## src/rtl/openram_scan_sequencer.sv

```systemverilog
// Serial scan sequencer for the OpenRAM testchip: shifts a command in, strobes the SRAM access, shifts the result out.
// Optional macro OPENRAM_SEQ_WRITE_ONLY_EN adds cmd_wo, which skips the capture/read-back phases.
module openram_scan_sequencer #(
    parameter int TOTAL_SIZE    = 112,
    parameter int SETTLE_CYCLES = 4
) (
    input  logic                  clk,
    input  logic                  reset_n,
    input  logic                  cmd_valid,
    output logic                  cmd_ready,
    input  logic [TOTAL_SIZE-1:0] cmd_data,
`ifdef OPENRAM_SEQ_WRITE_ONLY_EN
    input  logic                  cmd_wo,
`endif
    output logic                  rsp_valid,
    input  logic                  rsp_ready,
    output logic [TOTAL_SIZE-1:0] rsp_data,
    output logic                  scan_en,
    output logic                  scan_out,
    output logic                  sram_load,
    input  logic                  scan_in,
    output logic                  busy
);

    localparam int CNT_MAX = (TOTAL_SIZE > SETTLE_CYCLES) ? TOTAL_SIZE : SETTLE_CYCLES;
    localparam int CNT_W   = $clog2(CNT_MAX + 1);
    localparam logic [CNT_W-1:0] SHIFT_LAST  = CNT_W'(TOTAL_SIZE - 1);
    localparam logic [CNT_W-1:0] SETTLE_LAST = CNT_W'((SETTLE_CYCLES > 0) ? (SETTLE_CYCLES - 1) : 0);

    typedef enum logic [2:0] {
        ST_IDLE, ST_SHIFT_IN, ST_SETTLE, ST_CAPTURE, ST_SHIFT_OUT, ST_DONE
    } state_e;

    state_e                state_q, state_d;
    logic [CNT_W-1:0]      cnt_q, cnt_d;
    logic [TOTAL_SIZE-1:0] shadow_q, shadow_d;
    logic [TOTAL_SIZE-1:0] rsp_data_q, rsp_data_d;
    logic                  wo_q, wo_d;
    logic                  wo_in_s;
    logic                  cmd_ready_q, cmd_ready_d;
    logic                  rsp_valid_q, rsp_valid_d;
    logic                  scan_en_q, scan_en_d;
    logic                  scan_out_q, scan_out_d;
    logic                  sram_load_q, sram_load_d;
    logic                  busy_q, busy_d;
    state_e                after_settle_s;
    state_e                after_shift_in_s;

`ifdef OPENRAM_SEQ_WRITE_ONLY_EN
    assign wo_in_s = cmd_wo;
`else
    assign wo_in_s = 1'b0;
`endif

    // Write-only commands bypass capture and read-back; a zero settle time skips SETTLE.
    always_comb begin
        after_settle_s = wo_q ? ST_DONE : ST_CAPTURE;
        if (SETTLE_CYCLES == 0) begin
            after_shift_in_s = after_settle_s;
        end else begin
            after_shift_in_s = ST_SETTLE;
        end
    end

    // Next-state, counter, shadow shift register and response assembly.
    always_comb begin
        state_d    = state_q;
        cnt_d      = cnt_q + CNT_W'(1);
        shadow_d   = shadow_q;
        rsp_data_d = rsp_data_q;
        wo_d       = wo_q;
        case (state_q)
            ST_IDLE: begin
                cnt_d = '0;
                if (cmd_valid) begin
                    state_d    = ST_SHIFT_IN;
                    shadow_d   = cmd_data;
                    wo_d       = wo_in_s;
                    rsp_data_d = '0;
                end else begin
                    state_d = ST_IDLE;
                end
            end
            ST_SHIFT_IN: begin
                // The shadow copy shifts left so its MSB is always the next bit to drive.
                shadow_d = {shadow_q[TOTAL_SIZE-2:0], 1'b0};
                if (cnt_q == SHIFT_LAST) begin
                    state_d = after_shift_in_s;
                    cnt_d   = '0;
                end else begin
                    state_d = ST_SHIFT_IN;
                end
            end
            ST_SETTLE: begin
                if (cnt_q == SETTLE_LAST) begin
                    state_d = after_settle_s;
                    cnt_d   = '0;
                end else begin
                    state_d = ST_SETTLE;
                end
            end
            ST_CAPTURE: begin
                state_d = ST_SHIFT_OUT;
                cnt_d   = '0;
            end
            ST_SHIFT_OUT: begin
                rsp_data_d = {rsp_data_q[TOTAL_SIZE-2:0], scan_in};
                if (cnt_q == SHIFT_LAST) begin
                    state_d = ST_DONE;
                    cnt_d   = '0;
                end else begin
                    state_d = ST_SHIFT_OUT;
                end
            end
            ST_DONE: begin
                cnt_d = '0;
                if (rsp_ready) begin
                    state_d = ST_IDLE;
                end else begin
                    state_d = ST_DONE;
                end
            end
            default: begin
                state_d = ST_IDLE;
                cnt_d   = '0;
            end
        endcase
    end

    // Outputs are decoded from the next state so the registered pins line up with the state.
    always_comb begin
        cmd_ready_d = 1'b0;
        rsp_valid_d = 1'b0;
        scan_en_d   = 1'b0;
        scan_out_d  = 1'b0;
        sram_load_d = 1'b0;
        busy_d      = (state_d != ST_IDLE);
        case (state_d)
            ST_IDLE:      cmd_ready_d = 1'b1;
            ST_SHIFT_IN: begin
                scan_en_d  = 1'b1;
                scan_out_d = shadow_d[TOTAL_SIZE-1];
            end
            ST_SETTLE:    sram_load_d = 1'b0;
            ST_CAPTURE:   sram_load_d = 1'b1;
            ST_SHIFT_OUT: begin
                // Refill with ones leaves every SRAM deselected and write-disabled.
                scan_en_d  = 1'b1;
                scan_out_d = 1'b1;
            end
            ST_DONE:      rsp_valid_d = 1'b1;
            default:      cmd_ready_d = 1'b0;
        endcase
    end

    // State and output registers.
    always_ff @(posedge clk or negedge reset_n) begin
        if (!reset_n) begin
            state_q     <= ST_IDLE;
            cnt_q       <= '0;
            shadow_q    <= '0;
            rsp_data_q  <= '0;
            wo_q        <= 1'b0;
            cmd_ready_q <= 1'b1;
            rsp_valid_q <= 1'b0;
            scan_en_q   <= 1'b0;
            scan_out_q  <= 1'b0;
            sram_load_q <= 1'b0;
            busy_q      <= 1'b0;
        end else begin
            state_q     <= state_d;
            cnt_q       <= cnt_d;
            shadow_q    <= shadow_d;
            rsp_data_q  <= rsp_data_d;
            wo_q        <= wo_d;
            cmd_ready_q <= cmd_ready_d;
            rsp_valid_q <= rsp_valid_d;
            scan_en_q   <= scan_en_d;
            scan_out_q  <= scan_out_d;
            sram_load_q <= sram_load_d;
            busy_q      <= busy_d;
        end
    end

    assign cmd_ready = cmd_ready_q;
    assign rsp_valid = rsp_valid_q;
    assign rsp_data  = rsp_data_q;
    assign scan_en   = scan_en_q;
    assign scan_out  = scan_out_q;
    assign sram_load = sram_load_q;
    assign busy      = busy_q;

endmodule
```

## config.mk

```make
export PLATFORM = sky130hd
export DESIGN_NAME = openram_scan_sequencer
export DESIGN_NICKNAME = d
export VERILOG_FILES = /design/src/rtl/openram_scan_sequencer.sv
export SDC_FILE = /design/constraint.sdc
export NUM_CORES = 1
export LEC_CHECK = 0
export ABC_AREA = 1
export ABC_CLOCK_PERIOD_IN_PS = 1600
export CORE_ASPECT_RATIO = 1.1
export CORE_UTILIZATION = 45
export CTS_CLUSTER_SIZE = 24
export DETAILED_ROUTE_END_ITERATION = 10
export PLACE_DENSITY = 0.85
export SLEW_MARGIN = 20
export SYNTH_ARGS = -nofsm -noshare
export SYNTH_HDL_FRONTEND = slang
export SYNTH_SLANG_ARGS = --single-unit
```

## constraint.sdc

```tcl
create_clock -name clk -period 1.6 [get_ports clk]
set_clock_uncertainty 0.2 [all_clocks]
set_input_delay 0.32 -clock clk [delete_from_list [all_inputs] [get_ports clk]]
set_output_delay 0.32 -clock clk [all_outputs]
set_load 0.01 [all_outputs]
```

# Yosys cells after proc, flatten, opt, wreduce, memory -nomap -nowiden
# Index checks and enable logic that the tools add are counted.
[totals]
register_bits = 240
in_bits = 117
out_inout_bits = 118
wordCells = 51
[classes]
n_addsub = 1
n_eq_ne = 12
mux = 18
n_reduce_logical = 9
[op_table]
columns = ["op", "n"]
rows = [
  ["$pmux 112 s2", 2],
  ["$mux 112", 2],
  ["$pmux 3 s6", 1],
  ["$mux 7", 2],
  ["$pmux 7 s2", 1],
  ["$eq 3x3->1 const B", 4],
  ["$eq 3x2->1 const B", 3],
  ["$add 7x1->7 const B", 1],
  ["$eq 7x2->1 const B", 1],
  ["$eq 7x7->1 const B", 1],
  ["$mux 1", 7],
  ["$eq 3x1->1 const B", 2],
  ["$logic_not 3->1", 2],
  ["$reduce_and 2->1", 2],
  ["$reduce_bool 2->1", 2],
  ["$reduce_or 2->1", 2],
  ["$mux 3", 1],
  ["$reduce_bool 3->1", 1],
  ["$mux 2", 1],
  ["$ne 2x2->1 const B", 1],
  ["$pmux 1 s2", 1],
]

# Longest topological paths before layout
[logic_depth]
word_depth = 6
mapped_depth = 9
mapped_depth_nobuf = 8

# Worst setup path before layout
# Ideal clock, no wire load.
[synth_timing]
kind = "register to register"
start = "register state_q[0]"
end = "register rsp_data_q[100], in the netlist rsp_data[100]"
setup_ns = 0.127
t_arrival_ns = 1.335
required_ns = 1.273
setup_slack_ns = -0.062
stages_incl_launch_ff = 9
path_buffers = 2
synth_period_minus_slack_ns = 1.662
path_cell_list = "dfrtp_1 > inv_2 > nand2_1 > nor2_4 > nor2_1 > inv_2 > buf_6 > buf_6 > o22ai_2"
[synth_via]
elab_chain_len = 3
elab_cells_between_ends = 6
classes_between = "2 x eq/ne; 1 x mux; 3 x reduce/logical"
[synth_lines]
columns = ["element", "line", "text"]
rows = [
  ["start, declared", "34", "state_e state_q, state_d;"],
  ["start signal, assigned", "171", "state_q <= state_d;"],
  ["$eq 3x3->1 / $logic_not 3->1 (equally long branches)", "72", "case (state_q)"],
  ["$reduce_bool 2->1 (no source line) / $ne 2x2->1 (equally long branches)", "-", ""],
  ["$reduce_and 2->1 (no source line)", "-", ""],
  ["end signal, assigned", "174", "rsp_data_q <= rsp_data_d;"],
  ["end, declared", "37", "logic [TOTAL_SIZE-1:0] rsp_data_q, rsp_data_d;"],
]
# Parallel ways exist; a longest one is shown, timed or not.
# A chain may end at the register's enable or synchronous reset.

# Worst setup path in the final report
[layout_timing]
start = "register state_q[2]"
end = "register shadow_q[16]"
[layout_via]
elab_chain_len = 3
elab_cells_between_ends = 6
classes_between = "2 x eq/ne; 1 x mux; 3 x reduce/logical"
[layout_lines]
columns = ["element", "line", "text"]
rows = [
  ["$eq 3x1->1 / $logic_not 3->1 (equally long branches)", "72", ""],
  ["$reduce_bool 2->1 (no source line) / $ne 2x2->1 (equally long branches)", "-", ""],
  ["$reduce_and 2->1 (no source line)", "-", ""],
  ["end signal, assigned", "173", "shadow_q <= shadow_d;"],
  ["end, declared", "36", "logic [TOTAL_SIZE-1:0] shadow_q, shadow_d;"],
]
# Parallel ways exist; a longest one is shown, timed or not.

==> results_tabular.tex <==
\begin{tabular}{lr}
\hline
Metric & Value \\
\hline
\multicolumn{2}{l}{\textbf{Status}} \\
\quad Result of the run & complete, but fails checks \\
\quad Violated checks & negative setup slack \\
\multicolumn{2}{l}{\textbf{Cells and area}} \\
\quad Area added between synthesis and finish & 45.6\% \\
\quad Commonest non-fill, non-tap cell in the layout & nand2\_1 \\
\quad Highest-count cells in the layout ignoring fill and taps & nand2\_1, dfrtp\_1, inv\_1 \\
\quad Final Cell Area & 15,000 sq um \\
\quad Final standard cell count with taps included and fillers excluded & 1,679 \\
\quad Final Net Count & 1,481 \\
\quad Proportion of layout cells with a drive suffix above 1 & 0.349 \\
\multicolumn{2}{l}{\textbf{Timing}} \\
\quad Post-layout min period & 1.73 ns \\
\quad Max-Slew Margin vs Limit & 0.746 \\
\quad Worst-margin pin slew & 0.382 ns \\
\quad Final Slew Violations & 0 \\
\quad RSZ-0062 raised after global routing & true \\
\quad Finish-stage setup viols & 189 \\
\quad Fmax & 578 MHz \\
\quad Final period utilization & 1.08 \\
\quad Total Negative Setup Slacks & -13.86 ns \\
\quad Final hold violations & 0 \\
\quad Final critical-path setup slack & -0.129 ns \\
\multicolumn{2}{l}{\textbf{Critical path}} \\
\quad Setup crit start kind & flip-flop \\
\quad Worst setup endpoint & shadow\_q[16]\$\_DFFE\_PN0P\_ \\
\quad Critical-path cell list & inv\_2 > nand2\_4 > nor2\_4 > buf\_12 > nor2\_8 > buf\_8 > clkbuf\_16 > nand2\_4 > nand3\_2 \\
\quad Slowest library cell on the worst path & dfrtp\_2 \\
\quad CP peak stage delay & 0.44 ns \\
\quad Most common cell type on the critical path & nand2\_4 \\
\quad Worst reg-to-reg setup slack & -0.13 ns \\
\quad R2R Path Start & state\_q[2]\$\_DFF\_PN0\_ \\
\quad Data required time at the worst endpoint & 1.80 ns \\
\quad FF-to-FF path depth & 9 \\
\quad Launch point of the critical path & state\_q[2]\$\_DFF\_PN0\_ \\
\quad Path type of the worst setup path & flip-flop to flip-flop \\
\quad Worst-path maximum fanout & 6 \\
\quad Endpoint arrival time on the critical path & 1.93 ns \\
\quad Setup crit end kind & flip-flop \\
\quad Crit Reg-Reg Endpoint & shadow\_q[16]\$\_DFFE\_PN0P\_ \\
\multicolumn{2}{l}{\textbf{Detailed routing}} \\
\quad Final WL & 29,500 um \\
\quad Average wire length per cell after detail routing & 17.6 um \\
\quad Starting DRT DRC Count & 560 \\
\quad Post-detailed-route count of antenna-violating nets & 0 \\
\quad Vias post-DR & 8,716 \\
\quad Drt pass-1 iters & 7 \\
\quad Vias per cell & 5.19 \\
\quad DRC violation count after routing & 0 \\
\multicolumn{2}{l}{\textbf{CTS}} \\
\quad H-tree level count & 1 \\
\quad Number of buffers between clock root and the deepest sink & 3 \\
\quad Clock Sink Count & 240 \\
\quad Clock tree from TritonCTS & done \\
\quad Clock-pin slew on the worst setup and hold paths & 0.07 ns \\
\quad Clock buffers created by TritonCTS & 26 \\
\quad Buffer cell driving the clock tree root & clkbuf\_16 \\
\quad Clock Latency Late Sink & 0.52 ns \\
\multicolumn{2}{l}{\textbf{Power}} \\
\quad Peak ir drop on the vdd network & 1.00 mV \\
\quad Total power per unit cell area & 1640 nW/um\^{}2 \\
\quad Leakage component of the power & 7.21 nW \\
\multicolumn{2}{l}{\textbf{Floorplan}} \\
\quad Chip Height & 161 um \\
\quad Number of top-level pins & 235 \\
\quad Standard cell core area & 22,300 sq um \\
\quad Row cnt & 57 \\
\quad Die footprint & 23,500 sq um \\
\quad Effective utilization at floorplan & 0.462 \\
\quad Chip Width & 146 um \\
\multicolumn{2}{l}{\textbf{Global route}} \\
\quad Largest net degree at the start of global routing & 41 \\
\quad Total Routing Usage GR & 0.224 \\
\quad Antenna violations before repair & 1 \\
\quad Total gr overflow & 0 \\
\quad Number of global-route vias before repair & 8,802 \\
\quad Global-route wire length before repair & 43,100 um \\
\multicolumn{2}{l}{\textbf{Synthesis}} \\
\quad Part of the Yosys area used for sequential elements & 0.584 \\
\quad Register bit count reported by yosys & 240 \\
\quad Top FF cell, synth & dfrtp\_1 \\
\quad Share of synthesized registers carrying an async set or reset & 1.00 \\
\quad Avg Synthesized Cell Area & 9.76 sq um \\
\quad Gate count of the mapped netlist & 1,054 \\
\quad Warnings from Yosys & 0 \\
\quad Number of unique standard cell types used by synthesis & 27 \\
\quad Most area-consuming cells after synthesis & dfrtp\_1, nand2\_1, o22ai\_2, nand3\_1, inv\_1 \\
\quad Area of the mapped netlist & 10,300 sq um \\
\quad Count of flip-flops with a built-in enable after synthesis & 0 \\
\quad Post-synthesis cell type with the largest combined area & dfrtp\_1 \\
\quad Post-Synthesis Net Count & 1,172 \\
\quad Top-area cell type share of the netlist area & 0.581 \\
\multicolumn{2}{l}{\textbf{Placed design}} \\
\quad Placed cell count & 1,577 \\
\quad Final HPWL from detailed placement & 17,700 um \\
\quad Worst slack at placement & -0.438 ns \\
\quad Port buffer count & 234 \\
\quad Area of placed instances & 13,300 sq um \\
\quad Final weighted congestion of routability-driven global placement & 0.806 \\
\multicolumn{2}{l}{\textbf{Hold path}} \\
\quad Hold WC Path Type & primary input to asynchronous set/reset pin \\
\multicolumn{2}{l}{\textbf{Flow run}} \\
\quad Max capacitance violation total & 0 \\
\hline
\end{tabular}
## routing by layer
metal / share of wire / up-vias / GRT usage
met3: 0.046 / 125 / 0.0295
met4: 0.062 / 0 / 0.135
li1: - / 4009 / -
met5: 0 / - / 0
met1: 0.38 / 4272 / 0.265
met2: 0.51 / 310 / 0.390
## cells in the mapped netlist, types with 2 or more instances
master    number
nor2_1        15
buf_6         12
o22ai_1       21
inv_2          6
buf_4          4
inv_1        131
dfrtp_1      239
buf_2         30
o22ai_2       90
a21oi_1        3
clkbuf_1      13
nand3_1      116
o21ai_1        2
nand2_1      353
o211ai_1       5
nor2_2         2
o21ai_0        2
## metrics by stage
stage	power [mW]	util	hold WS, ns
after detailed placement	16.0	0.600	0.0491
after global placement	15.7	0.600	0.0410
after floorplan	13.4	-	-0.176
after global routing	25.9	0.673	0.125
after CTS	22.4	0.628	0.0834
final	24.6	0.673	0.109
## flip-flops by register name (all words and copies together) (netlist names)
| name | flops |
|---|---|
| scan_out | 1 |
| cnt_q | 7 |
| rsp_valid | 1 |
| scan_en | 1 |
| busy | 1 |
| shadow_q | 112 |
| state_q | 3 |
| sram_load | 1 |
| cmd_ready | 1 |
| rsp_data | 112 |
## kinds of logic after synthesis
family                   after synthesis  synth area share
buffers and inverters                196            0.0853
flip-flops                           240             0.584
AO/OA/AOI/OAI                        124             0.130
adder cells (fa/ha/maj)                1           0.00122
AND/OR/NAND/NOR                      491             0.198
XOR/XNOR                               1          0.000851
multiplexers                           1          0.000973
## how the worst min path moves through the flow
stage	startpoint	endpoint	cells past startpoint
finish	reset_n	shadow_q[10]$_DFFE_PN0P_	2
global route	reset_n	shadow_q[10]$_DFFE_PN0P_	2
CTS	reset_n	shadow_q[27]$_DFFE_PN0P_	2
detailed placement	reset_n	shadow_q[24]$_DFFE_PN0P_	1
global placement	reset_n	shadow_q[24]$_DFFE_PN0P_	1
floorplan	reset_n	busy$_DFF_PN0_	0
## report_power, final
part | leakage, nW | total (mW) | internal (mW) | switching, mW
Clock | 0.439 | 6.21 | 3.75 | 2.46
Sequential | 3.11 | 9.14 | 7.92 | 1.22
Combinational | 3.66 | 9.23 | 4.39 | 4.85
Total | 7.21 | 24.6 | 16.1 | 8.53
## repair_timing
item                                    4_1_cts  5_1_grt
buffers inserted                             19       10
resized for setup                           501      131
endpoints found under the setup margin      345      288
hold endpoints to repair                    239        0
cloned                                        2       21
hold buffers                                  1        0
pin swaps                                     1        5
## cell type report
| class | instances | area (sq um) |
|---|---|---|
| fill | 1631 | 7270 |
| sequential | 240 | 6010 |
| multi-input combinational | 618 | 3910 |
| timing repair buffer | 340 | 3260 |
| clock buffer | 40 | 795 |
| inverter | 137 | 527 |
| tap | 295 | 369 |
| clock inverter | 8 | 108 |
| antenna | 1 | 2.50 |
## worst max-delay path: cells and delay by family, from the launching register on
kind	cells	cell delay, ns
flops	1	0.44
buf+inv	4	0.57
simple gates	5	0.39
Power figures use the tool's default switching activity.
==> RTL change, RTL diff (config.mk and constraints unchanged) <==
Encoding of `state_e`: now one-hot (6 bits for 6 states).
--- a/src/rtl/openram_scan_sequencer.sv
+++ b/src/rtl/openram_scan_sequencer.sv
@@ -27,8 +27,8 @@
     localparam logic [CNT_W-1:0] SHIFT_LAST  = CNT_W'(TOTAL_SIZE - 1);
     localparam logic [CNT_W-1:0] SETTLE_LAST = CNT_W'((SETTLE_CYCLES > 0) ? (SETTLE_CYCLES - 1) : 0);
 
-    typedef enum logic [2:0] {
-        ST_IDLE, ST_SHIFT_IN, ST_SETTLE, ST_CAPTURE, ST_SHIFT_OUT, ST_DONE
+    typedef enum logic [5:0] {
+        ST_IDLE = 6'b000001, ST_SHIFT_IN = 6'b000010, ST_SETTLE = 6'b000100, ST_CAPTURE = 6'b001000, ST_SHIFT_OUT = 6'b010000, ST_DONE = 6'b100000
     } state_e;
 
     state_e                state_q, state_d;
Function: no difference found for any inputs over 10 cycles, from zero or initial values and one cycle with reset_n low; not proved beyond that.
==> RTL change against the unedited design <==
- the flow still finishes with violations (negative setup slack)
- cell count up 1.5%
- wire length up 2.1%
- worst setup slack worse by 0.077 ns
- synthesized area fell by 0.19%
- global-route usage up 1.8 points
- final area down 2.5%
- total power fell by 13%
- combinational power decreased by 22%
- worst hold slack lost 0.012 ns
- sequential cell count is 3 higher
- critical path depth is 2 lower
- highest routed layer unchanged
==> RTL change: results (changes against the unedited design) <==
Status: finished, violations left (unchanged)
Violated checks: negative setup slack (unchanged)
Mux cell area share after synthesis: 0 (was 0.000973)
Syn nets: 1223 (was 1172)
Crit path largest cell delay: 0.56 ns (was 0.44 ns)
Vias in the first global route: 9156 (was 8802)
Share of layout cells above drive strength 1: 0.229 (was 0.349)
GR Layer Usage met2: 0.409 (was 0.390)
Final setup fails: 233 (was 189)
Count of cell types in the netlist: 26 (was 27)
Metal-1 WL: 12000 um (was 11300 um)
Port Buf Inserts: 234 (unchanged)
Initial detailed-routing violation count: 666 (was 560)
Slew headroom: 0.780 (was 0.746)
First-pass GRT wire length: 46300 um (was 43100 um)
Post-Route WL: 30100 um (was 29500 um)
Fillers: 1681 (was 1631)
Total GRT Usage: 0.242 (was 0.224)
Setup TNS: -28.98 ns (was -13.86 ns)
Worst vdd ir: 1120 uV (was 1000 uV)
DR WL met2: 15200 um (was 15000 um)
XOR/XNOR Fraction of Synth Area: 0.00256 (was 0.000851)
Initial antenna violation count: 1 (unchanged)
Slowest CP cell: dfstp_2 (was dfrtp_2)
Crit path max-delay family: simple AND/OR/NAND/NOR gates (was buffers and inverters)
Post-Place Setup Slack: -0.368 ns (was -0.438 ns)
Grt met1 use: 0.313 (was 0.265)
HPWL Detailed: 18700 um (was 17700 um)
Post-Place Cells: 1617 (was 1577)
Worst-case reg-to-reg path depth: 7 (was 9)
Leak Pwr: 7.00 nW (was 7.21 nW)
Sequential cell area fraction in the yosys report: 0.592 (was 0.584)
Final nets: 1510 (was 1481)
Multi-input logic area: 3540 um2 (was 3910 um2)
FF-to-FF Start: state_q[0] (was state_q[2])
Adder-cell area share of the yosys netlist: 0.00122 (about the same)
Synth Area in Compound Gates: 0.0744 (was 0.130)
Vias per Instance: 5.56 (was 5.19)
Met3 Resource Use GR: 0.0273 (was 0.0295)
Most common cell after layout, fill and taps aside: dfrtp_1 (was nand2_1)
Arr. time, crit path: 2.06 ns (was 1.93 ns)
Synth area leaders: dfrtp_1 59%, nand2_1 8.9%, nand4_1 7.1%, o22ai_1 6.9%, nand3_1 6.3% (was dfrtp_1 58%, nand2_1 13%, o22ai_2 11%, nand3_1 5.6%, inv_1 4.8%)
Setup ws final: -0.206 ns (was -0.129 ns)
Metal3 WL: 1670 um (was 1350 um)
Hold slack: 0.0970 ns (was 0.109 ns)
Critical R2R Capture: shadow_q[34] (was shadow_q[16])
CP Max Fanout: 8 (was 6)
Pin count of the biggest net entering global routing: 45 (was 41)
Dpl cell area: 13400 um2 (was 13300 um2)
Post-Layout Cell Count: 1705 (was 1679)
Final GP Congestion: 0.847 (was 0.806)
Post-synth top cells: 244 x nand2_1, 241 x dfrtp_1, 131 x inv_1, 130 x nand3_1, 116 x nand4_1 (was 353 x nand2_1, 239 x dfrtp_1, 131 x inv_1, 116 x nand3_1, 90 x o22ai_2)
Num CTS Buffers: 25 (was 26)
FF-to-FF setup slack: -0.21 ns (was -0.13 ns)
Mean Syn Cell Area: 9.30 um2 (was 9.76 um2)
Total iterations of the first detailed-routing run: 5 (was 7)
-- RTL change: changes by cell type after synthesis, sizes merged, moves of 4 or more --
cell	unedited run	this run
nand2	354	244
nand4	0	117
o21ai	5	9
nand3	116	131
clkbuf	13	28
inv	137	132
o211ai	5	1
buf	46	58
-- RTL change: logic make-up after synthesis --
kind of cell               after synthesis
AOI/OAI and AO/OA                      124
xor gates and xnor gates                 3
adders and majority gates                1
buffers and inverters                  218
DFF                                    243
and+or+nand+nor                        516
-- RTL change: worst max-delay path by stage --
stage / end / from / slack [ns]
after floorplan: shadow_q[25] / state_q[0] / -0.06
after global placement: shadow_q[23] / cmd_valid / -0.34
after detailed placement: shadow_q[22] / cmd_valid / -0.37
after CTS: rsp_data[105] / state_q[0] / -0.14
after global routing: shadow_q[34] / state_q[0] / -0.28
final: shadow_q[34] / state_q[0] / -0.21
-- RTL change: final cells by class --
cell class | instances | area share
sequential | 243 | 0.417
multi-input combinational | 646 | 0.242
antenna | 1 | 0.000171
timing repair buffer | 344 | 0.224
inverter | 132 | 0.0343
clock buffer | 32 | 0.0474
tap | 295 | 0.0253
clock inverter | 12 | 0.00968
-- RTL change: timing repair --
| item | 4_1_cts | 5_1_grt |
|---|---|---|
| pin swaps | 6 | 10 |
| hold endpoints to repair | 241 | 0 |
| gates resized for setup | 532 | 42 |
| buffers inserted | 29 | 0 |
| cloned | 2 | 12 |
| setup endpoints to repair | 358 | 325 |
| hold buffers | 1 | 0 |
-- RTL change: report_power, final --
| group | total (W) | switching (W) | internal (W) |
|---|---|---|---|
| Sequential | 0.00836 | 0.000813 | 0.00754 |
| Clock | 0.00590 | 0.00249 | 0.00341 |
| Combinational | 0.00722 | 0.00387 | 0.00334 |
| Total | 0.0215 | 0.00718 | 0.0143 |
